$ cat src/rtl/keypad_pkg.sv
// Shared keypad definitions: matrix geometry, column reset pattern and key indexing.
// Also imported by the game logic that consumes key events.
package keypad_pkg;

  localparam int KP_COLS = 4;
  localparam int KP_ROWS = 4;
  localparam int KP_KEYS = KP_COLS * KP_ROWS;

  localparam logic [KP_COLS-1:0] KP_COL_RESET = 4'b1110;

  function automatic logic [3:0] key_index(input logic [1:0] col, input logic [1:0] row);
    return {col, row};
  endfunction

endpackage

$ cat src/rtl/keypad_debounce.sv
// Frame-stability filter: publishes a key bitmap once DEBOUNCE consecutive frames agree,
// and reports the lowest newly pressed key with a one-cycle pulse.
module keypad_debounce
  import keypad_pkg::*;
#(
  parameter int DEBOUNCE = 4
) (
  input  logic               i_Clk,
  input  logic               i_Rst,
  input  logic               i_fClose,
  input  logic [KP_KEYS-1:0] i_Frame,
  output logic [KP_KEYS-1:0] o_Key_State,
  output logic [3:0]         o_Key_Code,
  output logic               o_fPress
);

  localparam int SW = $clog2(DEBOUNCE);
  localparam logic [SW-1:0] STABLE_MAX = SW'(DEBOUNCE - 1);

  logic [KP_KEYS-1:0] prev_q, prev_d;
  logic [KP_KEYS-1:0] state_q, state_d;
  logic [KP_KEYS-1:0] new_press;
  logic [SW-1:0]      stable_q, stable_d, stable_inc;
  logic [3:0]         code_q, code_d, low_idx;
  logic               press_q, press_d;
  logic               same, publish;

  assign same       = (i_Frame == prev_q);
  assign stable_inc = (stable_q == STABLE_MAX) ? STABLE_MAX : stable_q + 1'b1;
  assign new_press  = i_Frame & ~state_q;
  // A frame that differs from its predecessor can never publish.
  assign publish    = i_fClose && same && (stable_inc == STABLE_MAX) && (i_Frame != state_q);

  always_comb begin
    low_idx = '0;
    for (int c = KP_COLS - 1; c >= 0; c--) begin
      for (int r = KP_ROWS - 1; r >= 0; r--) begin
        if (new_press[key_index(2'(c), 2'(r))]) low_idx = key_index(2'(c), 2'(r));
      end
    end
  end

  always_comb begin
    prev_d   = prev_q;
    stable_d = stable_q;
    state_d  = state_q;
    code_d   = code_q;
    press_d  = 1'b0;
    if (i_fClose) begin
      prev_d   = i_Frame;
      stable_d = same ? stable_inc : '0;
    end
    if (publish) begin
      state_d = i_Frame;
      if (|new_press) begin
        code_d  = low_idx;
        press_d = 1'b1;
      end
    end
  end

  always_ff @(posedge i_Clk or negedge i_Rst) begin
    if (!i_Rst) begin
      prev_q   <= '0;
      stable_q <= '0;
      state_q  <= '0;
      code_q   <= '0;
      press_q  <= 1'b0;
    end else begin
      prev_q   <= prev_d;
      stable_q <= stable_d;
      state_q  <= state_d;
      code_q   <= code_d;
      press_q  <= press_d;
    end
  end

  assign o_Key_State = state_q;
  assign o_Key_Code  = code_q;
  assign o_fPress    = press_q;

endmodule

$ cat src/rtl/keypad_scanner.sv
// 4x4 matrix scanner: drives one active-low column per period, samples the synchronized
// rows at the end of each period and hands complete frames to the debounce filter.
module keypad_scanner
  import keypad_pkg::*;
#(
  parameter int SCAN_CNT = 100000,
  parameter int DEBOUNCE = 4
) (
  input  logic               i_Clk,
  input  logic               i_Rst,
  input  logic [KP_ROWS-1:0] i_KP_Row,
  output logic [KP_COLS-1:0] o_KP_Col,
  output logic [KP_KEYS-1:0] o_Key_State,
  output logic [3:0]         o_Key_Code,
  output logic               o_fPress,
  output logic               o_fScanDone
);

  localparam int CW = $clog2(SCAN_CNT);
  localparam logic [CW-1:0] CNT_LAST = CW'(SCAN_CNT - 1);

  logic [KP_ROWS-1:0] row_meta_q, row_sync_q;
  logic [CW-1:0]      cnt_q, cnt_d;
  logic [1:0]         col_idx_q, col_idx_d;
  logic [KP_COLS-1:0] col_q, col_d;
  logic [KP_KEYS-1:0] raw_q, raw_d, frame;
  logic               f_tick;

  assign f_tick      = (cnt_q == CNT_LAST);
  assign o_fScanDone = f_tick && (col_idx_q == 2'(KP_COLS - 1));

  assign cnt_d     = f_tick ? '0 : cnt_q + 1'b1;
  assign col_d     = f_tick ? {col_q[KP_COLS-2:0], col_q[KP_COLS-1]} : col_q;
  assign col_idx_d = f_tick ? col_idx_q + 2'd1 : col_idx_q;

  // Rows are sampled at the end of the column period so the lines have the whole period to settle.
  generate
    for (genvar gi = 0; gi < KP_COLS; gi++) begin : g_raw
      assign raw_d[gi*KP_ROWS +: KP_ROWS] = (f_tick && (col_idx_q == 2'(gi))) ?
                                            ~row_sync_q : raw_q[gi*KP_ROWS +: KP_ROWS];
    end
  endgenerate

  assign frame = {~row_sync_q, raw_q[KP_KEYS-KP_ROWS-1:0]};

  always_ff @(posedge i_Clk or negedge i_Rst) begin
    if (!i_Rst) begin
      row_meta_q <= '1;
      row_sync_q <= '1;
      cnt_q      <= '0;
      col_idx_q  <= '0;
      col_q      <= KP_COL_RESET;
      raw_q      <= '0;
    end else begin
      row_meta_q <= i_KP_Row;
      row_sync_q <= row_meta_q;
      cnt_q      <= cnt_d;
      col_idx_q  <= col_idx_d;
      col_q      <= col_d;
      raw_q      <= raw_d;
    end
  end

  assign o_KP_Col = col_q;

  keypad_debounce #(
    .DEBOUNCE(DEBOUNCE)
  ) u_debounce (
    .i_Clk       (i_Clk),
    .i_Rst       (i_Rst),
    .i_fClose    (o_fScanDone),
    .i_Frame     (frame),
    .o_Key_State (o_Key_State),
    .o_Key_Code  (o_Key_Code),
    .o_fPress    (o_fPress)
  );

endmodule

$ cat config.mk
export PLATFORM = sky130hd
export DESIGN_NAME = keypad_scanner
export DESIGN_NICKNAME = d
export VERILOG_FILES = /design/src/rtl/keypad_pkg.sv /design/src/rtl/keypad_debounce.sv /design/src/rtl/keypad_scanner.sv
export SDC_FILE = /design/constraint.sdc
export NUM_CORES = 1
export LEC_CHECK = 0
export ABC_AREA = 1
export CORE_AREA = 5 5 99 101
export CTS_CLUSTER_SIZE = 24
export DETAILED_ROUTE_END_ITERATION = 16
export DIE_AREA = 0 0 104 106
export DONT_BUFFER_PORTS = 1
export PLACE_DENSITY = 0.67
export SLEW_MARGIN = 10
export SYNTH_ARGS = -nofsm -noshare
export SYNTH_HDL_FRONTEND = slang
export SYNTH_SLANG_ARGS = --single-unit
$ cat constraint.sdc
create_clock -name i_Clk -period 2.15 [get_ports i_Clk]
set_input_delay 0.645 -clock i_Clk [delete_from_list [all_inputs] [get_ports i_Clk]]
set_output_delay 0.645 -clock i_Clk [all_outputs]
set_load 0.02 [all_outputs]
==> results of run 1 <==
==> synthesized netlist by cell type (2+ instances only) <==
cell      instances
nand2_1         109
dfrtp_1          71
inv_1            67
nor2_1           36
ha_1             21
nor2_2           18
a21oi_1          17
a21oi_2          16
nand4_1          15
nand3_1          13
o21ai_1          12
dfstp_2          11
inv_2            11
o21ai_0           9
xnor2_1           8
nand2_2           6
nor4_1            6
and2_1            3
buf_6             3
clkbuf_1          3
nor3_1            3
or2_1             3
xor2_1            3
a22oi_1           2
nand3_2           2
nand3b_1          2
nand4_2           2
nor2_4            2
==> per-stage QoR <==
stage / total power [mW] / area, sq um / hold WS, ns / util
6_report: 2.87 / 4890 / -0.0249 / 0.548
5_1_grt: 3.00 / 4890 / -0.0709 / 0.548
4_1_cts: 2.89 / 4860 / -0.0400 / 0.545
3_5_place_dp: 1.64 / 4560 / 0.347 / 0.511
3_3_place_gp: 1.64 / 4560 / 0.348 / 0.511
2_1_floorplan: 1.63 / 4280 / 0.345 / -
==> cell families (layout without fill, tap and decap cells) <==
logic type	count (synthesis)	after routing	share of synthesized area
buf+inv	87	131	0.0828
compound gates	61	61	0.0895
simple gates	227	227	0.261
xor+xnor	11	11	0.0225
fa+ha+maj	21	21	0.0614
flops	82	82	0.483
==> routing by layer <==
metal  up-vias  global-route usage  wire length, um
met2        58               0.284             4420
met1      1536               0.227             4020
met4         0              0.0611              102
met5         -                   0                0
met3        10              0.0413              404
li1       1640                   -                -
==> area by class of cell <==
cell class | count | area share
Inverter | 80 | 0.0616
Clock buffer | 10 | 0.0281
Tap cell | 111 | 0.0284
Multi-Input combinational cell | 320 | 0.381
Sequential cell | 82 | 0.422
Clock inverter | 6 | 0.0184
Timing Repair Buffer | 35 | 0.0606
==> cell usage in the layout, fill, tap and decap left out, types with 13 or more instances in the layout <==
master	netlist	routed
nand2_1	109	107
dfrtp_1	71	70
inv_1	67	64
nor2_1	36	36
buf_4	1	32
ha_1	21	21
nor2_2	18	18
a21oi_1	17	17
a21oi_2	16	16
nand4_1	15	15
inv_2	11	14
nand3_1	13	13
==> how the worst max path moves through the flow <==
stage,start,to,slack (ns),depth (start not counted)
6_report,cnt_q[8],o_fScanDone,0.009,5
3_5_place_dp,row_sync_q[2],u_debounce.o_Key_State[9],0.15,9
3_3_place_gp,row_sync_q[2],u_debounce.o_Key_State[1],0.20,9
4_1_cts,cnt_q[8],o_fScanDone,-0.04,5
2_1_floorplan,cnt_q[10],o_fScanDone,0.23,7
5_1_grt,cnt_q[14],o_fScanDone,-0.12,5
==> sequential cells by signal, indices dropped and copies added, names as in the netlist, 4 cells and up <==
register                cells
cnt_q                      17
o_KP_Col                    4
row_sync_q                  4
row_meta_q                  4
u_debounce.o_Key_Code       4
raw_q                      12
u_debounce.prev_q          16
u_debounce.o_Key_State     16
==> what timing repair did <==
action                     4_1_cts  5_1_grt
setup buffers                    9        0
pin swaps                        4        2
setup endpoints to repair        1        9
resized for setup                4        3
cloned                           0        1
hold endpoints to repair        71       71
==> where the power goes <==
group	leakage, nW	switching (mW)	internal (mW)	total [mW]
Combinational	1.27	0.0295	0.0183	0.0477
Clock	0.112	0.568	0.688	1.26
Sequential	1.09	0.00751	1.56	1.56
Total	2.47	0.605	2.26	2.87
==> reports/metrics.csv, run 1 <==
stage,metric,value,unit
synthesis,yosys warns,0,
grt,overall routing resource usage,0.174,
worst_setup_path,Startpoint Class,register,
run_status,failing checks,negative hold slack,
cts,Skew-Pair Late Insertion Delay,0.35,ns
synthesis,Synth top area share,0.415,
worst_setup_path,WP data arrival,1.50,ns
worst_setup_path,CP required,1.50,ns
final_layout,final cell count without fillers,644,
final_layout,Diodes inserted,0,
synthesis,Post-Syn Area per Cell,8.75,sq um
grt,antenna violations before repair,0,
floorplanning,I/O pin count,32,
sta,hold slack,-0.0249,ns
sta,"Slew Viols, Final",0,
cts,TritonCTS clock tree,built,
worst_setup_path,nature of the critical path endpoint,output pin,
worst_hold_path,Worst Hold Class,input pin to async pin,
routing,WL final,8.94,mm
cts,htree depth,3,
placed_design,Place WS,0.149,ns
synthesis,Unique masters post-synth,43,
worst_setup_path,FF-to-FF Start,row_sync_q[2],
worst_setup_path,R2R setup slack,0.15,ns
placed_design,count of input and output buffers,0,
sta,endpoints failing setup,0,
floorplanning,DIE AREA,0.0110,sq mm
sta,period utilisation layout,0.996,
worst_setup_path,Buf/Inv on CP,1,
routing,DRC viols,0,
synthesis,Synth area leader,dfrtp_1,
synthesis,#FFs+latches synth,82,
final_layout,layout cells sized above 1,0.248,
synthesis,Post-Syn Instances,489,
synthesis,ys async rst share,1.00,
worst_setup_path,max incr delay on CP,0.40,ns
placed_design,routability cong.,0.858,
synthesis,post-synthesis sequential area ratio,0.483,
grt,number of global-route vias before repair,3291,
sta,fmax,467,MHz
worst_setup_path,family with the most delay on the worst path,simple AND/OR/NAND/NOR gates,
final_layout,FF/Latch Area,0.00207,sq mm
final_layout,area delta synth->final,14.4,%
worst_setup_path,critical-path cell list,inv_2 -> nand4_1 -> nor4_2 -> nand2_2 -> nor2_4,
worst_setup_path,"Max FO, Critical Path",2,
sta,Setup WS post-layout,0.00927,ns
floorplanning,Initial Utilization,0.479,
routing,DRT Pass-1 Iters,4,
routing,ANT nets after route,0,
synthesis,synthesized cell area,0.00428,sq mm
floorplanning,Die Height,106,um
routing,initial DRC count,167,
sta,clock skew,0.0107,ns
worst_setup_path,slowest stage cell on the critical path,dfrtp_1,
sta,Slew Limit Headroom,0.666,
grt,first-pass GRT wire length,15.6,mm
worst_setup_path,Worst Setup Path Type,register to output pin,
final_layout,nets,555,
worst_setup_path,end of the worst register-to-register path,u_debounce.o_Key_State[11],
routing,vias,3244,
power,Static Leak,2.47,nW
cts,total CTS buffers,9,
worst_setup_path,worst-case reg-to-reg path depth,9,
synthesis,syn_nets,516,
cts,"CTS clk-pin slew, worst paths",0.09,ns
grt,total congestion overflow,0,
synthesis,Synth area leaders,"dfrtp_1 (42%), nand2_1 (9.6%), dfstp_2 (6.8%)",
sta,Slew @ Worst Pin,0.496,ns
sta,RSZ-0062 raised after global routing,yes,
placed_design,Placed Cells,618,
floorplanning,floorplan row count,35,
run_status,status,finished with violations,
placed_design,HPWL Detailed,6.56,mm
cts,Longest Clk Path Bufs,2,
synthesis,"Primary FF master, synth",dfrtp_1,
floorplanning,Core Area,0.00893,sq mm
floorplanning,die width,104,um
grt,largest net degree at the start of global routing,83,
sta,setup TNS,0,ns
power,pwr dens,586,mW/mm^2
power,maximum VDD drop,326,uV
flow_run,number of max-cap violations,0,
routing,DR WL/cell,13.9,um
final_layout,# fillers,810,
cts,clk sink count,82,
cts,CTS root buf,clkbuf_8,
sta,Tmin final,2.14,ns
synthesis,Post-synth EDFFs,0,
routing,vias per std cell,5.04,
sta,Final Hold Fails,71,
final_layout,multi-input logic area,0.00186,sq mm
Power figures use the tool's default switching activity.
==> run 2: changes to the inputs <==
--- a/config.mk
+++ b/config.mk
@@ -6,12 +6,14 @@
 export NUM_CORES = 1
 export LEC_CHECK = 0
 export ABC_AREA = 1
-export CORE_AREA = 5 5 99 101
+export CELL_PAD_IN_SITES_DETAIL_PLACEMENT = 1
+export CELL_PAD_IN_SITES_GLOBAL_PLACEMENT = 2
+export CORE_AREA = 5 5 111 113
 export CTS_CLUSTER_SIZE = 24
 export DETAILED_ROUTE_END_ITERATION = 16
-export DIE_AREA = 0 0 104 106
+export DIE_AREA = 0 0 116 118
 export DONT_BUFFER_PORTS = 1
-export PLACE_DENSITY = 0.67
+export PLACE_DENSITY = 0.81
 export SLEW_MARGIN = 10
 export SYNTH_ARGS = -nofsm -noshare
 export SYNTH_HDL_FRONTEND = slang
==> run 2 against run 1 <==
The run still ends with negative hold slack left. Core utilization is 10 points lower. Combinational power increased by 26%. First-iteration DRC count decreased by 6.0%. Cell count up 5.9%. Total power rose by 7.4%. Flip-flop and latch count unchanged. Critical path depth rose by 1. Count of clock-buffer cells in the layout rose by 1. Clock skew hardly changed. Non-clock buffer count increased by 6. Routed wire length is 23% higher. Clock power grew 16%. Critical path type unchanged. Critical endpoint unchanged.
==> reports/metrics.csv, run 2 (synthesized netlist as in run 1, its figures left out) <==
stage,metric,value,unit
routing,WL final,11.0,mm
floorplanning,Initial Utilization,0.381,
worst_setup_path,Worst Setup Path Type,register to output pin,
sta,setup TNS,0,ns
cts,Longest Clk Path Bufs,2,
floorplanning,floorplan row count,39,
sta,"Slew Viols, Final",0,
power,pwr dens,612,mW/mm^2
sta,endpoints failing setup,0,
cts,"CTS clk-pin slew, worst paths",0.07,ns
sta,RSZ-0062 raised after global routing,yes,
worst_setup_path,Startpoint Class,register,
sta,period utilisation layout,0.989,
final_layout,"commonest non-fill, non-tap cells in the layout","nand2_1 (107), dfrtp_1 (71), inv_1 (64)",
power,maximum VDD drop,351,uV
final_layout,nets,561,
routing,DRC viols,0,
routing,initial DRC count,157,
cts,TritonCTS clock tree,built,
grt,overall routing resource usage,0.173,
sta,Slew Limit Headroom,0.749,
sta,Tmin final,2.13,ns
routing,DR WL/cell,16.1,um
floorplanning,die width,116,um
sta,Slew @ Worst Pin,0.373,ns
final_layout,most flop-heavy register,cnt_q,
placed_design,HPWL Detailed,8.08,mm
final_layout,Diodes inserted,0,
sta,hold slack,-0.0122,ns
floorplanning,I/O pin count,32,
floorplanning,Core Area,0.0112,sq mm
final_layout,area delta synth->final,17.6,%
worst_setup_path,WP data arrival,1.48,ns
routing,vias per std cell,4.93,
final_layout,number of flip-flops in the largest register,17,
cts,htree depth,3,
routing,DRT Pass-1 Iters,4,
worst_setup_path,CP required,1.50,ns
grt,total congestion overflow,0,
worst_setup_path,"Max FO, Critical Path",4,
placed_design,count of input and output buffers,0,
placed_design,routability cong.,0.811,
sta,fmax,470,MHz
sta,Final Hold Fails,30,
worst_hold_path,Worst Hold Class,input pin to async pin,
run_status,failing checks,negative hold slack,
routing,ANT nets after route,0,
grt,number of global-route vias before repair,3590,
final_layout,"commonest non-fill, non-tap cell in the layout",nand2_1,
power,Static Leak,2.52,nW
grt,largest net degree at the start of global routing,83,
final_layout,design area,0.00503,sq mm
cts,clk sink count,82,
final_layout,# fillers,1343,
floorplanning,DIE AREA,0.0137,sq mm
grt,antenna violations before repair,0,
cts,Skew-Pair Late Insertion Delay,0.34,ns
cts,total CTS buffers,9,
cts,CTS root buf,clkbuf_16,
final_layout,layout cells sized above 1,0.258,
flow_run,number of max-cap violations,0,
routing,vias,3359,
floorplanning,Die Height,118,um
placed_design,placed instance area,0.00462,sq mm
run_status,status,finished with violations,
grt,first-pass GRT wire length,18.4,mm
sta,clock skew,0.0105,ns
worst_setup_path,nature of the critical path endpoint,output pin,
==> run 2: cell count changes in the layout (fill, tap and decap cells not counted), moves of 2 or more <==
cell / previous run / this run
clkbuf_8: 10 / 1
clkbuf_16: 1 / 9
buf_4: 32 / 39
bufinv_16: 2 / 0
clkinv_2: 2 / 4
==> run 2: path summary, 6_finish.rpt <==
kind,startpoint,endpoint,slack (ns),cells past startpoint
max reg2reg,row_sync_q[1],u_debounce.o_Key_State[10],0.16,9
max,cnt_q[10],o_fScanDone,0.02,6
min in group i_Clk,i_KP_Row[0],row_meta_q[0],0.29,0
min reg2reg,row_meta_q[0],row_sync_q[0],0.36,0
min,i_Rst,u_debounce.o_Key_State[9],-0.01,0
max in group asynchronous,i_Rst,o_KP_Col[3],1.96,0
==> run 2: critical path: stages (launching register included) <==
cell and delay [ns]:
dfrtp_1 0.38, nand2_2 0.12, inv_2 0.08, nand3_1 0.08, nor4_2 0.17, nand2_2 0.12, nor2_4 0.19
==> run 2: per-layer routing <==
metal	vias to the layer above	global-route usage	part of all wire
met1	1654	0.247	0.50
met2	41	0.257	0.45
met4	0	0.0566	0.015
met5	-	0	0
li1	1649	-	-
met3	15	0.0396	0.034
==> run 2: repair_timing <==
action	CTS	global route
endpoints found under the hold margin	71	71
pin swaps	4	3
setup buffers	12	3
gates resized for setup	6	3
setup endpoints to repair	1	8
==> run 2: report_power, final <==
part           internal, mW  switching, mW  total [mW]
clock network         0.811          0.646        1.46
registers              1.56        0.00504        1.56
logic                0.0216         0.0384      0.0600
==> run 2: area by class of cell <==
type                       instances  area, sq um  share of cell area
clock inverter                     5         31.3             0.00622
tap                              143          179              0.0356
multi-input combinational        320         1880               0.373
sequential                        82         2070               0.411
timing repair buffer              41          333              0.0662
inverter                          80          302              0.0599
clock buffer                      11          243              0.0482
==> run 2: per-stage QoR <==
step / std cells / setup WS (ns) / utilization / total power, mW / hold WS, ns
finish: 682 / 0.0245 / 0.448 / 3.08 / -0.0122
global route: 682 / -0.0578 / 0.448 / 3.21 / -0.0314
CTS: 679 / -0.0262 / 0.445 / 3.12 / -0.0247
detailed placement: 651 / 0.106 / 0.412 / 1.65 / 0.348
global placement: 651 / 0.180 / 0.412 / 1.65 / 0.347
floorplan: 489 / 0.234 / - / 1.63 / 0.345
==> run 3: changes to the inputs <==
--- a/config.mk
+++ b/config.mk
@@ -8,13 +8,14 @@
 export ABC_AREA = 1
 export CELL_PAD_IN_SITES_DETAIL_PLACEMENT = 1
 export CELL_PAD_IN_SITES_GLOBAL_PLACEMENT = 2
-export CORE_AREA = 5 5 111 113
+export CORE_AREA = 5 5 117 119
 export CTS_CLUSTER_SIZE = 24
 export DETAILED_ROUTE_END_ITERATION = 16
-export DIE_AREA = 0 0 116 118
+export DIE_AREA = 0 0 122 124
 export DONT_BUFFER_PORTS = 1
-export PLACE_DENSITY = 0.81
+export PLACE_DENSITY = 0.77
 export SLEW_MARGIN = 10
 export SYNTH_ARGS = -nofsm -noshare
 export SYNTH_HDL_FRONTEND = slang
 export SYNTH_SLANG_ARGS = --single-unit
+export TNS_END_PERCENT = 30
==> constraint.sdc (replaced) <==
create_clock -name i_Clk -period 1.9 [get_ports i_Clk]
set_input_delay 0.57 -clock i_Clk [delete_from_list [all_inputs] [get_ports i_Clk]]
set_output_delay 0.57 -clock i_Clk [all_outputs]
set_load 0.02 [all_outputs]
==> run 3 against run 2 <==
The flow finishes with violations (negative hold slack, negative setup slack). Clock power is 31% higher. First-iteration DRC count is 25% lower. Register-to-register slack worse by 0.26 ns. Via count is 0.68% higher. Combinational power is 59% higher. Sequential share of layout area is 2.7 points lower. Routed wire length is 2.3% higher. Total power is 22% higher. Setup slack worse by 0.22 ns. Critical path type unchanged.
==> reports/metrics.csv, run 3 (synthesized netlist as in run 1, its figures left out) <==
stage,metric,value,unit
run_status,status,finished with violations,
run_status,failing checks,"negative hold slack, negative setup slack",
sta,Final Hold Fails,71,
floorplanning,Initial Utilization,0.343,
floorplanning,I/O pin count,32,
worst_setup_path,Worst Setup Path Type,register to output pin,
worst_setup_path,slowest stage cell on the critical path,dfrtp_1,
sta,RSZ-0062 raised after global routing,yes,
power,part of the power in registers,0.469,
grt,antenna violations before repair,0,
worst_setup_path,WP data arrival,1.52,ns
power,Static Leak,2.67,nW
sta,Tmin final,2.09,ns
cts,"CTS clk-pin slew, worst paths",0.06,ns
placed_design,HPWL Detailed,8.12,mm
cts,CTS root buf,clkbuf_16,
grt,total congestion overflow,0,
worst_setup_path,worst-case reg-to-reg path depth,9,
worst_setup_path,max incr delay on CP,0.40,ns
worst_setup_path,end of the worst register-to-register path,u_debounce.o_Key_State[0],
flow_run,number of max-cap violations,0,
power,internal power,2.99,mW
sta,Slew @ Worst Pin,0.331,ns
final_layout,number of flip-flops in the largest register,17,
worst_setup_path,Startpoint Class,register,
placed_design,Place WS,-0.0790,ns
worst_setup_path,crit path to,o_fScanDone,
sta,Slew Limit Headroom,0.777,
worst_setup_path,R2R setup slack,-0.10,ns
worst_setup_path,critical-path cell list,inv_2 -> nand2_4 -> nor4_4 -> nand2_2 -> nor2_4,
floorplanning,Die Height,124,um
floorplanning,floorplan row count,41,
worst_setup_path,Worst Setup SP,cnt_q[5],
cts,Longest Clk Path Bufs,2,
placed_design,routability cong.,0.788,
placed_design,count of input and output buffers,0,
cts,total CTS buffers,9,
worst_setup_path,FF-to-FF Start,row_sync_q[1],
cts,htree depth,3,
final_layout,"Core Util, Final",0.432,
sta,endpoints failing setup,21,
routing,ANT nets after route,0,
routing,WL final,11.2,mm
final_layout,Diodes inserted,0,
floorplanning,die width,122,um
worst_setup_path,CP required,1.33,ns
power,maximum VDD drop,325,uV
grt,first-pass GRT wire length,18.5,mm
final_layout,layout cells sized above 1,0.296,
sta,"Slew Viols, Final",0,
sta,clock skew,0.00519,ns
routing,vias per std cell,4.70,
worst_setup_path,nature of the critical path endpoint,output pin,
grt,largest net degree at the start of global routing,83,
final_layout,area delta synth->final,25.8,%
routing,DRT Pass-1 Iters,4,
sta,Setup WS post-layout,-0.193,ns
power,pwr dens,701,mW/mm^2
grt,overall routing resource usage,0.160,
sta,fmax,478,MHz
routing,DR WL/cell,15.6,um
sta,hold slack,-0.0858,ns
routing,vias,3382,
grt,number of global-route vias before repair,3689,
routing,initial DRC count,118,
final_layout,"commonest non-fill, non-tap cell in the layout",nand2_1,
cts,Skew-Pair Late Insertion Delay,0.35,ns
power,Comb pwr share,0.025,
power,sw frac,0.206,
power,NetSw,0.778,mW
final_layout,"commonest non-fill, non-tap cells in the layout","nand2_1 (101), dfrtp_1 (70), inv_1 (65)",
floorplanning,DIE AREA,0.0151,sq mm
floorplanning,Core Area,0.0125,sq mm
power,clock group share of total power,0.506,
final_layout,most flop-heavy register,cnt_q,
cts,clk sink count,82,
worst_hold_path,Worst Hold Class,input pin to async pin,
worst_setup_path,"Max FO, Critical Path",4,
sta,period utilisation layout,1.10,
final_layout,nets,569,
routing,DRC viols,0,
cts,TritonCTS clock tree,built,
-- run 3: routing by layer --
layer	track usage	part of all wire	up-vias	wire length (um)
met1	0.211	0.48	1666	5360
li1	-	-	1672	-
met2	0.263	0.48	32	5390
met4	0.0525	0.015	0	165
met5	0	0	-	0
met3	0.0332	0.027	12	305
-- run 3: critical path, delay by kind of cell (launching register included) --
| kind | cells | cell delay, ns |
|---|---|---|
| buf+inv | 1 | 0.10 |
| flops | 1 | 0.40 |
| simple gates | 4 | 0.67 |
-- run 3: through the flow --
| stage | cells | hold WS, ns | power [mW] | TNS, ns | area (sq um) |
|---|---|---|---|---|---|
| after floorplan | 489 | 0.274 | 1.84 | 0 | 4280 |
| after global placement | 696 | 0.278 | 1.87 | -0.276 | 4770 |
| after detailed placement | 696 | 0.278 | 1.87 | -0.527 | 4770 |
| after CTS | 716 | -0.0996 | 3.81 | -0.492 | 5210 |
| after global routing | 719 | -0.106 | 3.91 | -3.75 | 5380 |
| final | 719 | -0.0858 | 3.77 | -1.44 | 5380 |
-- run 3: area by class of cell --
| cell class | instances | area [sq um] |
|---|---|---|
| well taps | 172 | 215 |
| flip-flops and latches | 82 | 2070 |
| fillers | 1446 | 7080 |
| inverters | 80 | 307 |
| clock buffers | 12 | 246 |
| clock inverters | 4 | 75.1 |
| repair buffers | 49 | 440 |
| multi-input cells | 320 | 2030 |
-- run 3: how the worst min path moves through the flow --
| stage | endpoint | cells after the start |
|---|---|---|
| final | u_debounce.o_Key_State[10] | 0 |
| after global routing | u_debounce.o_Key_State[13] | 0 |
| after CTS | u_debounce.o_Key_State[8] | 0 |
| after detailed placement | u_debounce.o_Key_State[8] | 0 |
| after global placement | u_debounce.o_Key_State[15] | 0 |
| after floorplan | cnt_q[0] | 0 |
-- run 3: what timing repair did --
action / 4_1_cts / 5_1_grt
endpoints found under the hold margin: 71 / 71
pin swaps: 9 / 16
cloned: 1 / 1
resized for setup: 17 / 27
setup buffers: 3 / 2
endpoints found under the setup margin: 19 / 24
-- run 3: power by group through the flow --
stage	combinational [mW]	clock, mW	sequential, mW
final	0.0955	1.91	1.77
after global routing	0.104	2.03	1.77
after CTS	0.0802	1.96	1.77
after detailed placement	0.0737	0	1.80
after global placement	0.0732	0	1.80
after floorplan	0.0406	0	1.80
